File: src/rtl/bneck_seq_pkg.sv
// ---------------------------------------------------------------------------
// bneck_seq_pkg
// Shared types and constants for the MobileNetV3 bottleneck layer sequencer:
//   - bneck_seq_state_t    : sequencer FSM state encoding
//   - bneck_layer_cfg_t    : per-layer configuration record
//   - BNECK_LAYER_CFG      : the fixed 11-entry layer table
//   - bneck_expected_beats : output volume (out_ch * ofs * ofs) of one layer
// ---------------------------------------------------------------------------
package bneck_seq_pkg;

    localparam int BNECK_NUM_LAYERS = 11;

    typedef enum logic [2:0] {
        ST_IDLE     = 3'd0,
        ST_LOAD     = 3'd1,
        ST_WAIT_RDY = 3'd2,
        ST_START    = 3'd3,
        ST_RUN      = 3'd4,
        ST_NEXT     = 3'd5,
        ST_DONE     = 3'd6,
        ST_ERROR    = 3'd7
    } bneck_seq_state_t;

    typedef struct packed {
        logic [7:0] in_ch;
        logic [7:0] exp_ch;
        logic [7:0] out_ch;
        logic [7:0] fsize;
        logic       stride2;
    } bneck_layer_cfg_t;

    localparam bneck_layer_cfg_t BNECK_LAYER_CFG [0:BNECK_NUM_LAYERS-1] = '{
        '{in_ch: 8'd16, exp_ch: 8'd16, out_ch: 8'd16, fsize: 8'd112, stride2: 1'b0},
        '{in_ch: 8'd16, exp_ch: 8'd64, out_ch: 8'd24, fsize: 8'd112, stride2: 1'b1},
        '{in_ch: 8'd24, exp_ch: 8'd72, out_ch: 8'd24, fsize: 8'd56,  stride2: 1'b1},
        '{in_ch: 8'd24, exp_ch: 8'd72, out_ch: 8'd24, fsize: 8'd28,  stride2: 1'b0},
        '{in_ch: 8'd24, exp_ch: 8'd72, out_ch: 8'd24, fsize: 8'd28,  stride2: 1'b0},
        '{in_ch: 8'd24, exp_ch: 8'd72, out_ch: 8'd24, fsize: 8'd28,  stride2: 1'b0},
        '{in_ch: 8'd24, exp_ch: 8'd72, out_ch: 8'd24, fsize: 8'd28,  stride2: 1'b0},
        '{in_ch: 8'd24, exp_ch: 8'd72, out_ch: 8'd24, fsize: 8'd28,  stride2: 1'b0},
        '{in_ch: 8'd24, exp_ch: 8'd72, out_ch: 8'd24, fsize: 8'd28,  stride2: 1'b0},
        '{in_ch: 8'd24, exp_ch: 8'd72, out_ch: 8'd24, fsize: 8'd28,  stride2: 1'b0},
        '{in_ch: 8'd24, exp_ch: 8'd72, out_ch: 8'd24, fsize: 8'd28,  stride2: 1'b0}
    };

    // Output volume of a layer in beats. 8b * 8b * 8b always fits in 24 bits.
    function automatic logic [23:0] bneck_expected_beats(input bneck_layer_cfg_t cfg);
        logic [7:0]  ofs;
        logic [23:0] prod;
        ofs  = cfg.stride2 ? (cfg.fsize >> 1) : cfg.fsize;
        prod = 24'(cfg.out_ch) * 24'(ofs) * 24'(ofs);
        return prod;
    endfunction

endpackage

File: src/rtl/bneck_layer_sequencer_counter.sv
// ---------------------------------------------------------------------------
// bneck_beat_counter
// Beat counter plus idle (timeout) counter for one layer run.
// Ports:
//   clk, rst_n   : clock, asynchronous active-low reset
//   clear        : zero both counters (takes priority over enable)
//   enable       : counting window (sequencer in RUN)
//   beat         : output beat of the active block this cycle
//   expected     : beat count that completes the layer
//   beat_cnt     : registered beat count
//   terminal     : this cycle's beat brings beat_cnt to expected
//   timeout      : this idle cycle brings the idle count to TIMEOUT_CYCLES
// terminal/timeout are combinational flags for the owning FSM's next-state
// logic; a beat suppresses timeout so a late beat always wins.
// ---------------------------------------------------------------------------
module bneck_beat_counter #(
    parameter int CNT_WIDTH      = 24,
    parameter int TIMEOUT_CYCLES = 1048576
) (
    input  logic                 clk,
    input  logic                 rst_n,
    input  logic                 clear,
    input  logic                 enable,
    input  logic                 beat,
    input  logic [CNT_WIDTH-1:0] expected,
    output logic [CNT_WIDTH-1:0] beat_cnt,
    output logic                 terminal,
    output logic                 timeout
);

    logic [CNT_WIDTH-1:0] beat_cnt_reg;
    logic [CNT_WIDTH-1:0] idle_cnt_reg;
    logic [CNT_WIDTH-1:0] beat_cnt_next;
    logic [CNT_WIDTH-1:0] idle_cnt_next;

    assign beat_cnt_next = beat_cnt_reg + 1'b1;
    assign idle_cnt_next = idle_cnt_reg + 1'b1;

    always_ff @(posedge clk or negedge rst_n) begin
        if (!rst_n) begin
            beat_cnt_reg <= '0;
            idle_cnt_reg <= '0;
        end else if (clear) begin
            beat_cnt_reg <= '0;
            idle_cnt_reg <= '0;
        end else if (enable) begin
            if (beat) begin
                beat_cnt_reg <= beat_cnt_next;
                idle_cnt_reg <= '0;
            end else begin
                idle_cnt_reg <= idle_cnt_next;
            end
        end
    end

    assign terminal = enable && beat && (beat_cnt_next == expected);
    assign timeout  = enable && !beat && (idle_cnt_next == CNT_WIDTH'(TIMEOUT_CYCLES));
    assign beat_cnt = beat_cnt_reg;

endmodule

File: src/rtl/bneck_layer_sequencer.sv
// ---------------------------------------------------------------------------
// bneck_layer_sequencer
// Walks the 11 BNECK layers of a frame: loads each layer's configuration,
// waits for the block's ready, fires a one-cycle start and counts output
// beats until the layer's volume is produced. Idle gaps longer than
// TIMEOUT_CYCLES park the sequencer in ERROR with index/count frozen.
// Ports:
//   clk, rst_n         : clock, asynchronous active-low reset
//   start_i            : frame start (honoured in IDLE and ERROR)
//   abort_i            : return to IDLE from any state (beats start_i)
//   layer_ready_i      : ready of the indexed block
//   beat_valid_i       : valid_out of the indexed block
//   busy_o/done_o/error_o, layer_idx_o, layer_start_o : status / control
//   cfg_*_o            : active layer configuration
//   beat_cnt_o         : beats counted in the current layer
// EXPECTED_SHIFT divides every layer volume by 2**EXPECTED_SHIFT to allow
// scaled-down frames; it is 0 for real operation.
// All outputs are registered.
// ---------------------------------------------------------------------------
module bneck_layer_sequencer
    import bneck_seq_pkg::*;
#(
    parameter int NUM_LAYERS     = 11,
    parameter int CNT_WIDTH      = 24,
    parameter int TIMEOUT_CYCLES = 1048576,
    parameter int EXPECTED_SHIFT = 0
) (
    input  logic                 clk,
    input  logic                 rst_n,
    input  logic                 start_i,
    input  logic                 abort_i,
    input  logic                 layer_ready_i,
    input  logic                 beat_valid_i,
    output logic                 busy_o,
    output logic                 done_o,
    output logic                 error_o,
    output logic [3:0]           layer_idx_o,
    output logic                 layer_start_o,
    output logic [7:0]           cfg_in_ch_o,
    output logic [7:0]           cfg_exp_ch_o,
    output logic [7:0]           cfg_out_ch_o,
    output logic [7:0]           cfg_fsize_o,
    output logic                 cfg_stride2_o,
    output logic [CNT_WIDTH-1:0] beat_cnt_o
);

    bneck_seq_state_t     state_reg, state_next;
    logic [3:0]           layer_idx_reg;
    bneck_layer_cfg_t     cfg_reg;
    logic [CNT_WIDTH-1:0] expected_reg;
    logic                 busy_reg, done_reg, error_reg, layer_start_reg;

    logic                 frame_start;
    logic                 cnt_clear;
    logic                 cnt_terminal;
    logic                 cnt_timeout;
    logic                 last_layer;

    // A start is taken only when idle or parked in ERROR, and never alongside abort.
    assign frame_start = (state_reg == ST_IDLE || state_reg == ST_ERROR) && start_i && !abort_i;
    assign cnt_clear   = frame_start || (state_reg == ST_START);
    assign last_layer  = (layer_idx_reg == 4'(NUM_LAYERS - 1));

    bneck_beat_counter #(
        .CNT_WIDTH      (CNT_WIDTH),
        .TIMEOUT_CYCLES (TIMEOUT_CYCLES)
    ) u_beat_counter (
        .clk      (clk),
        .rst_n    (rst_n),
        .clear    (cnt_clear),
        .enable   (state_reg == ST_RUN),
        .beat     (beat_valid_i),
        .expected (expected_reg),
        .beat_cnt (beat_cnt_o),
        .terminal (cnt_terminal),
        .timeout  (cnt_timeout)
    );

    always_comb begin
        state_next = state_reg;
        case (state_reg)
            ST_IDLE:     if (start_i) state_next = ST_LOAD;
            ST_LOAD:     state_next = ST_WAIT_RDY;
            ST_WAIT_RDY: if (layer_ready_i) state_next = ST_START;
            ST_START:    state_next = ST_RUN;
            ST_RUN: begin
                if (cnt_terminal)     state_next = ST_NEXT;
                else if (cnt_timeout) state_next = ST_ERROR;
            end
            ST_NEXT:     state_next = last_layer ? ST_DONE : ST_LOAD;
            ST_DONE:     state_next = ST_IDLE;
            ST_ERROR:    if (start_i) state_next = ST_LOAD;
            default:     state_next = ST_IDLE;
        endcase
        if (abort_i) state_next = ST_IDLE;
    end

    always_ff @(posedge clk or negedge rst_n) begin
        if (!rst_n) begin
            state_reg       <= ST_IDLE;
            layer_idx_reg   <= '0;
            cfg_reg         <= '0;
            expected_reg    <= '0;
            busy_reg        <= 1'b0;
            done_reg        <= 1'b0;
            error_reg       <= 1'b0;
            layer_start_reg <= 1'b0;
        end else begin
            state_reg <= state_next;

            if (frame_start) begin
                layer_idx_reg <= '0;
            end else if (state_reg == ST_NEXT && !last_layer && !abort_i) begin
                layer_idx_reg <= layer_idx_reg + 4'd1;
            end

            if (state_reg == ST_LOAD) begin
                cfg_reg      <= BNECK_LAYER_CFG[layer_idx_reg];
                expected_reg <= CNT_WIDTH'(bneck_expected_beats(BNECK_LAYER_CFG[layer_idx_reg])
                                           >> EXPECTED_SHIFT);
            end

            // Status flags are decoded from the next state so they line up
            // with the state they describe while still coming from flops.
            busy_reg        <= !(state_next inside {ST_IDLE, ST_DONE, ST_ERROR});
            done_reg        <= (state_next == ST_DONE);
            error_reg       <= (state_next == ST_ERROR);
            layer_start_reg <= (state_next == ST_START);
        end
    end

    assign busy_o        = busy_reg;
    assign done_o        = done_reg;
    assign error_o       = error_reg;
    assign layer_idx_o   = layer_idx_reg;
    assign layer_start_o = layer_start_reg;
    assign cfg_in_ch_o   = cfg_reg.in_ch;
    assign cfg_exp_ch_o  = cfg_reg.exp_ch;
    assign cfg_out_ch_o  = cfg_reg.out_ch;
    assign cfg_fsize_o   = cfg_reg.fsize;
    assign cfg_stride2_o = cfg_reg.stride2;

endmodule

File: config.mk
export PLATFORM = sky130hd
export DESIGN_NAME = bneck_layer_sequencer
export DESIGN_NICKNAME = d
export VERILOG_FILES = /design/src/rtl/bneck_seq_pkg.sv /design/src/rtl/bneck_layer_sequencer_counter.sv /design/src/rtl/bneck_layer_sequencer.sv
export SDC_FILE = /design/constraint.sdc
export NUM_CORES = 1
export LEC_CHECK = 0
export BUFFER_PORTS_ARGS = -buffer_cell sky130_fd_sc_hd__buf_2
export CAP_MARGIN = 0
export CORE_ASPECT_RATIO = 1.4
export CORE_MARGIN = 10
export CORE_UTILIZATION = 55
export CTS_CLUSTER_DIAMETER = 80
export DETAILED_ROUTE_END_ITERATION = 6
export GPL_TIMING_DRIVEN = 0
export PLACE_DENSITY = 0.76
export SYNTH_ARGS = -nofsm -noshare
export SYNTH_HDL_FRONTEND = slang
export SYNTH_SLANG_ARGS = --single-unit
File: constraint.sdc
create_clock -name clk -period 7.2 [get_ports clk]
set_input_delay 1.08 -clock clk [delete_from_list [all_inputs] [get_ports clk]]
set_output_delay 1.08 -clock clk [all_outputs]
set_load 0.005 [all_outputs]
Yosys cells after proc, flatten, opt, wreduce, memory -nomap -nowiden
Memory sizes are Yosys's and may differ from the RTL's.
Index checks and enable logic that the tools add are counted.
{"block": "totals", "ff_bits": 116, "romBits": 528, "input_bits": 6, "out_inout_bits": 65, "n_memories": 1}
{"memory": "(name not given)", "words": 16, "word_bits": 33, "read_ports": 1, "rd_ports_with_merged_regs": 0, "write_ports": 0, "line": "bneck_layer_sequencer.sv:119", "text": "expected_reg <= CNT_WIDTH'(bneck_expected_beats(BNECK_LAYER_CFG[layer_idx_reg])"}
{"block": "op_classes", "add_sub_neg": 3, "multipliers": 2, "n_lt_le_gt_ge": 1, "n_eq_ne": 13, "mux": 18, "n_bitwise": 1, "n_reduce_logical": 22}
{"cell": "$mux W24", "count": 6}
{"cell": "$mux W33", "count": 2}
{"cell": "$add A24 B1 Y24 const B", "count": 2}
{"cell": "$eq A24 B21 Y1 const B", "count": 1}
{"cell": "$eq A24 B24 Y1", "count": 1}
{"cell": "$mul A16 B8 Y24", "count": 1}
{"cell": "$pmux W3 S7", "count": 1}
{"cell": "$eq A3 B3 Y1 const B", "count": 6}
{"cell": "$mux W3", "count": 6}
{"cell": "$mul A8 B8 Y16", "count": 1}
{"cell": "$eq A3 B2 Y1 const B", "count": 3}
{"cell": "$logic_and A1 B1 Y1", "count": 8}
{"cell": "$mux W4", "count": 2}
{"cell": "$mux W8", "count": 1}
{"cell": "$logic_not A3 Y1", "count": 2}
{"cell": "$reduce_bool A2 Y1", "count": 3}
{"cell": "$ge A5 B5 Y1 const B", "count": 1}
{"cell": "$not A4 Y5", "count": 1}
{"cell": "$add A4 B1 Y4 const B", "count": 1}
{"cell": "$eq A4 B4 Y1 const B", "count": 1}
{"cell": "$logic_not A1 Y1", "count": 4}
{"cell": "$eq A3 B1 Y1 const B", "count": 1}
{"cell": "$reduce_bool A3 Y1", "count": 1}
{"cell": "$logic_or A1 B1 Y1", "count": 2}
{"cell": "other kinds (2)", "count": 2}

Longest topological paths before layout
{"block": "logic_depth", "word_depth": 10, "mapped_depth": 31, "ltp_nobuf": 30}

Cells and area by module
From an unflattened synthesis, not the netlist that was laid out.
{"block": "unflattened", "cells_unflattened": 902, "area_unflattened_um2": 7733.7}
{"mod": "bneck_layer_sequencer", "n_inst": 1, "cells_each": 450, "area_each_um2": 4037.6, "seq_area_each_um2": 900.9}
{"mod": "bneck_beat_counter", "n_inst": 1, "cells_each": 452, "area_each_um2": 3696.0, "seq_area_each_um2": 1201.2}

Worst setup path before layout
Ideal clock, no wire load.
{"block": "synth_timing", "kind": "register to register", "start": "register layer_idx_reg[1], in the netlist layer_idx_o[1]", "end": "register expected_reg[20]", "setup_time_ns": 0.125, "arrival_time_ns": 6.899, "slack_ns": 0.176, "path_stages_with_launch": 30, "n_path_buf": 1, "synth_period_minus_slack_ns": 7.024, "path_cell_list": "dfrtp_1 -> ha_1 -> inv_1 -> ha_1 -> nor4b_1 -> clkbuf_1 -> nor2_1 -> ha_1 -> ha_1 -> ha_1 -> ha_1 -> a21oi_1 -> nor2_1 -> nor2_1 -> xor2_1 -> nor2_1 -> fa_1 -> fa_1 -> fa_1 -> inv_1 -> fa_1 -> inv_1 -> ha_1 -> nand2_1 -> nand2_1 -> a31oi_1 -> o21ai_0 -> o41ai_1 -> xnor2_1 -> mux2_2"}
{"block": "synth_between", "elab_chain_len": 7}
{"element": "start: declaration", "line": "bneck_layer_sequencer.sv:48", "text": "logic [3:0] layer_idx_reg;"}
{"element": "start signal: assignment", "line": "bneck_layer_sequencer.sv:114", "text": "layer_idx_reg <= layer_idx_reg + 4'd1;"}
{"element": "$not A4 Y5 (implied by the code) *", "line": "bneck_layer_sequencer.sv:119"}
{"element": "$mem_v2 Z16 W33 *"}
{"element": "$mux W33 (implied by the code) * (2 in series)", "line": "bneck_layer_sequencer.sv:119"}
{"element": "$mux W8", "line": "bneck_seq_pkg.sv:50", "text": "ofs = cfg.stride2 ? (cfg.fsize >> 1) : cfg.fsize;"}
{"element": "$mul A8 B8 Y16", "line": "bneck_seq_pkg.sv:51", "text": "prod = 24'(cfg.out_ch) * 24'(ofs) * 24'(ofs);"}
{"element": "$mul A16 B8 Y24 *", "line": "bneck_seq_pkg.sv:51"}
{"element": "end signal: assignment", "line": "bneck_layer_sequencer.sv:119"}
{"element": "end: declaration", "line": "bneck_layer_sequencer.sv:50", "text": "logic [CNT_WIDTH-1:0] expected_reg;"}
Every way passes the cells marked *; elsewhere a longest branch is shown, timed or not. The select of a mux whose other input is x is not followed.
A chain may end at the register's enable or synchronous reset.

Worst setup path after layout
{"block": "layout_timing", "start": "register layer_idx_reg[0], in the netlist layer_idx_o[0]", "end": "register expected_reg[21]"}
Same word-level chain as after synthesis.

==> impl.org <==
** Outcome
- The run finished with clean final reports.

** Die
- Area of the core :: 0.0134 sq mm
- Initial standard-cell utilization of the core :: 0.563
- The die is 158 um tall.
- Cell Rows :: 50
- Top-level port count :: 71
- The die covers 0.0188 sq mm.
- The floorplan step set the die width to 119 um.

** Setup path
- Launching element of the worst setup path :: layer_idx_o[0]
- Reg2reg setup slack :: 0.20 ns
- Reg-to-reg critical path endpoint :: expected_reg[21]
- The worst setup path is captured at a flop.
- Cell with the largest stage delay on the worst path :: sky130_fd_sc_hd__fa_1
- Measured in cells, the most critical reg-to-reg path has a length of 27.
- Crit path capture :: expected_reg[21]
- Launching element type of the critical path :: flop
- WS Path Type :: reg2reg
- STA puts the critical path data arrival time at 7.22 ns.
- Counting stages on the worst path, the most repeated cell is sky130_fd_sc_hd__fa_1.
- Worst Path Max Fanout :: 10
- Critical Path RT :: 7.42 ns
- The worst register-to-register path begins at layer_idx_o[0].
- Largest stage delay on the critical path :: 0.56 ns

** Place
- Once detailed placement completed, the half-perimeter wirelength came to 14,100 um.
- Before CTS, the worst setup slack after placement is -0.786 ns.
- Area after DPL :: 0.00812 sq mm
- PortBufs :: 50
- At the end of routability-driven placement, the weighted congestion stood at 0.942.
- Placed cells :: 1,153

** Routing
- Via count of the routed design :: 6,729
- Post-route antenna net violation count :: 0
- The first detailed-routing pass took 4 iterations.
- Total Wirelength :: 19,000 um
- Post-detailed-route via-to-cell ratio :: 5.70
- Average detailed-routed wire length per instance :: 16.1 um
- Number of DRC markers in iteration 0 :: 412
- After detailed routing, the number of remaining DRC violations is 0.

** Layout
- Once layout is done, the placed cells without fillers occupy 0.00880 sq mm.
- For this run, the number of standard cells in the final layout without fillers is 1,181.
- Diode count :: 0
- Synthesis-to-finish area growth :: 16.7%
- The net count of the finished layout is 1,101.
- In the final layout, the share of cells above drive strength 1 is 0.165.
- Fill cells in the final layout number 1,155.

** Power
- PwrDens :: 162 mW/mm^2
- Combinational Power Share :: 0.280
- Clock network fraction of total power :: 0.337
- The analysis attributes to net switching a power of 453 uW.
- Of the total power, the share spent switching nets is 0.319.
- Peak supply drop :: 134 uV
- Part of the power in registers :: 0.383
- Cell leakage power :: 0.00424 uW
- Internal power :: 968 uW

** STA
- Headroom to the max-slew limit came out at 0.312.
- Setup violation total in the final timing report :: 0
- The worst path meets setup with 0.198 ns of slack.
- The final max-slew violation count came to 0.
- Post-route clock skew :: 0.00807 ns
- Period minus WS final :: 7.00 ns
- Transition time at the pin with the least slew margin :: 1.02 ns
- The final hold violation count is 0.
- Highest attainable clock frequency :: 143 MHz
- Final worst-path cycle share :: 0.973

** Global routing
- Summed over all layers, the global routing overflow is 0.
- GRT Total Usage :: 0.203
- Entering global routing, the biggest net connects 60 pins.
- The number of antenna violations at the first check in global routing was 0.
- For met2 alone, demand over resource in global routing was 0.380.
- The via count of the first global-routing pass is 6,703.
- Met3 track demand over resource :: 0.0227
- In this run the most used layer during global routing was met2.
- First-pass GRT wire length :: 31,900 um
- Grt met1 use :: 0.223

** Logic synthesis
- Synthesis instantiated 65 different standard cells from the library.
- After synthesis, the mean cell area works out to 8.38 sq um.
- In the post-synthesis netlist, the cell with the most instances is sky130_fd_sc_hd__nor2_1.
- Cell type contributing the most total cell area after synthesis :: sky130_fd_sc_hd__dfrtp_1
- Fraction of registers with async set/reset :: 1.00
- The mapped netlist covers 0.00753 sq mm.
- Counting flops with a built-in enable in the synthesized netlist gives 0.
- Of the synthesized area, sequential elements account for 0.279.
- Of the post-synthesis cell area, the dominant cell type holds 0.279.
- List of most frequent post-synthesis cells :: 94 x sky130_fd_sc_hd__nor2_1, 84 x sky130_fd_sc_hd__dfrtp_1, 84 x sky130_fd_sc_hd__o21ai_0
- Synth area leaders :: sky130_fd_sc_hd__dfrtp_1 28%, sky130_fd_sc_hd__ha_1 12%, sky130_fd_sc_hd__fa_1 7.7%, sky130_fd_sc_hd__o21ai_0 5.6%, sky130_fd_sc_hd__nor2_1 4.7%
- Synth warn :: 0
- For this run, the leading register cell type out of synthesis is sky130_fd_sc_hd__dfrtp_1.
- Number of instances in the synthesized netlist :: 899
- Flop and latch count out of synthesis :: 84

** Job
- Across the run, the number of max-cap violations was 0.

** Clock network
- The H-tree was split into 3 levels.
- Counting along the longest clock path gives a buffer depth of 2.
- Clock-pin slew reported for the worst setup and hold paths after clock tree synthesis :: 0.07 ns
- Root buffer cell :: sky130_fd_sc_hd__clkbuf_16
- For the worst-skew pair, the clock arrives at the later sink with an insertion delay of 0.34 ns.
- Clock tree synthesis inserted a total of 9 buffers.
- Sinks on Clock Net :: 84
- Clock tree from TritonCTS :: done

** Hold path
- In this run the worst hold path is classified as reg2reg.
-- worst max-delay path, delay by kind of cell, from the launching register on --
family | cells | cell delay (ns)
AO/OA/AOI/OAI | 6 | 1.15
XOR/XNOR | 1 | 0.28
adder cells (fa/ha/maj) | 10 | 3.79
buffers and inverters | 5 | 0.44
flip-flops | 1 | 0.41
AND/OR/NAND/NOR | 5 | 0.81
-- repair_timing --
item / CTS / global route
setup endpoints to repair: 8 / 7
cloned: 0 / 0
pin swaps: 5 / 16
hold buffers: 0 / 0
setup buffers: 3 / 10
resized for setup: 30 / 32
-- final cells by class --
type | count | area [sq um] | share of cell area
Multi-Input combinational cell | 710 | 5190 | 0.590
Sequential cell | 84 | 2100 | 0.239
Buffer | 71 | 390 | 0.0444
Timing Repair Buffer | 64 | 378 | 0.0430
Tap cell | 182 | 228 | 0.0259
Clock buffer | 9 | 225 | 0.0256
Inverter | 54 | 203 | 0.0230
Clock inverter | 7 | 81.3 | 0.00925
-- cells by family (layout without fill, tap and decap cells) --
group,after synthesis,count (layout),share of synthesized area
other,1,22,0.000498
multiplexers,8,8,0.0110
adder cells (fa/ha/maj),101,101,0.197
buffers and inverters,126,205,0.0767
flip-flops,84,84,0.279
AND/OR/NAND/NOR,346,346,0.231
AO/OA/AOI/OAI,183,183,0.147
XOR/XNOR,50,50,0.0581
-- worst min path at each step --
stage / from / endpoint / slack, ns / cells past startpoint
finish: cfg_fsize_o[5] / cfg_fsize_o[5] / 0.47 / 2
global placement: cfg_stride2_o / cfg_stride2_o / 0.45 / 2
floorplan: cfg_stride2_o / cfg_stride2_o / 0.46 / 2
global route: cfg_fsize_o[5] / cfg_fsize_o[5] / 0.50 / 2
detailed placement: cfg_stride2_o / cfg_stride2_o / 0.45 / 2
CTS: cfg_stride2_o / cfg_stride2_o / 0.47 / 2
-- power by group through the flow --
stage	clock (uW)	combinational, uW	sequential [uW]
after detailed placement	0	369	554
final	479	397	545
after global placement	0	361	552
after CTS	486	379	545
after floorplan	0	266	549
after global routing	504	454	552
-- stage by stage --
stage          TNS, ns  total power [uW]  hold WS (ns)  utilization
6_report             0              1420         0.472        0.657
5_1_grt         -0.163              1510         0.504        0.657
4_1_cts              0              1410         0.470        0.641
3_5_place_dp     -4.01               923         0.454        0.607
3_3_place_gp     -3.40               913         0.446        0.604
2_1_floorplan        0               816         0.463            -
-- layout by cell type, fill, tap and decap left out, types with 4 or more instances in the layout --
| cell | instances |
|---|---|
| sky130_fd_sc_hd__buf_2 | 52 |
| sky130_fd_sc_hd__xor2_1 | 16 |
| sky130_fd_sc_hd__or3_1 | 8 |
| sky130_fd_sc_hd__nor3_1 | 17 |
| sky130_fd_sc_hd__o21ai_0 | 82 |
| sky130_fd_sc_hd__and2_1 | 29 |
| sky130_fd_sc_hd__o21a_1 | 5 |
| sky130_fd_sc_hd__nand3_1 | 35 |
| sky130_fd_sc_hd__nor2_2 | 6 |
| sky130_fd_sc_hd__o31ai_1 | 18 |
| sky130_fd_sc_hd__and4_1 | 4 |
| sky130_fd_sc_hd__xnor2_1 | 31 |
| sky130_fd_sc_hd__inv_1 | 48 |
| sky130_fd_sc_hd__nand4_1 | 20 |
| sky130_fd_sc_hd__inv_2 | 5 |
| sky130_fd_sc_hd__o41ai_1 | 6 |
| sky130_fd_sc_hd__conb_1 | 22 |
| sky130_fd_sc_hd__nor4_1 | 7 |
| sky130_fd_sc_hd__clkbuf_16 | 9 |
| sky130_fd_sc_hd__dfrtp_1 | 82 |
| sky130_fd_sc_hd__nand2b_1 | 5 |
| sky130_fd_sc_hd__nor3b_1 | 4 |
| sky130_fd_sc_hd__buf_4 | 43 |
| sky130_fd_sc_hd__ha_1 | 62 |
| sky130_fd_sc_hd__o21bai_1 | 4 |
| sky130_fd_sc_hd__mux2i_1 | 6 |
| sky130_fd_sc_hd__a31oi_1 | 14 |
| sky130_fd_sc_hd__ha_4 | 8 |
| sky130_fd_sc_hd__nand2_1 | 83 |
| sky130_fd_sc_hd__a21oi_1 | 20 |
| sky130_fd_sc_hd__and3_1 | 13 |
| sky130_fd_sc_hd__nor2_1 | 89 |
| sky130_fd_sc_hd__fa_1 | 29 |
| sky130_fd_sc_hd__a21o_1 | 6 |
| sky130_fd_sc_hd__clkbuf_1 | 37 |
-- layer usage --
layer | share of wire | vias to the layer above
met3 | 0.036 | 50
li1 | - | 3269
met1 | 0.39 | 3245
met5 | 0 | -
met2 | 0.53 | 165
met4 | 0.037 | 0
Note: power is estimated with default switching activity, not from simulation.
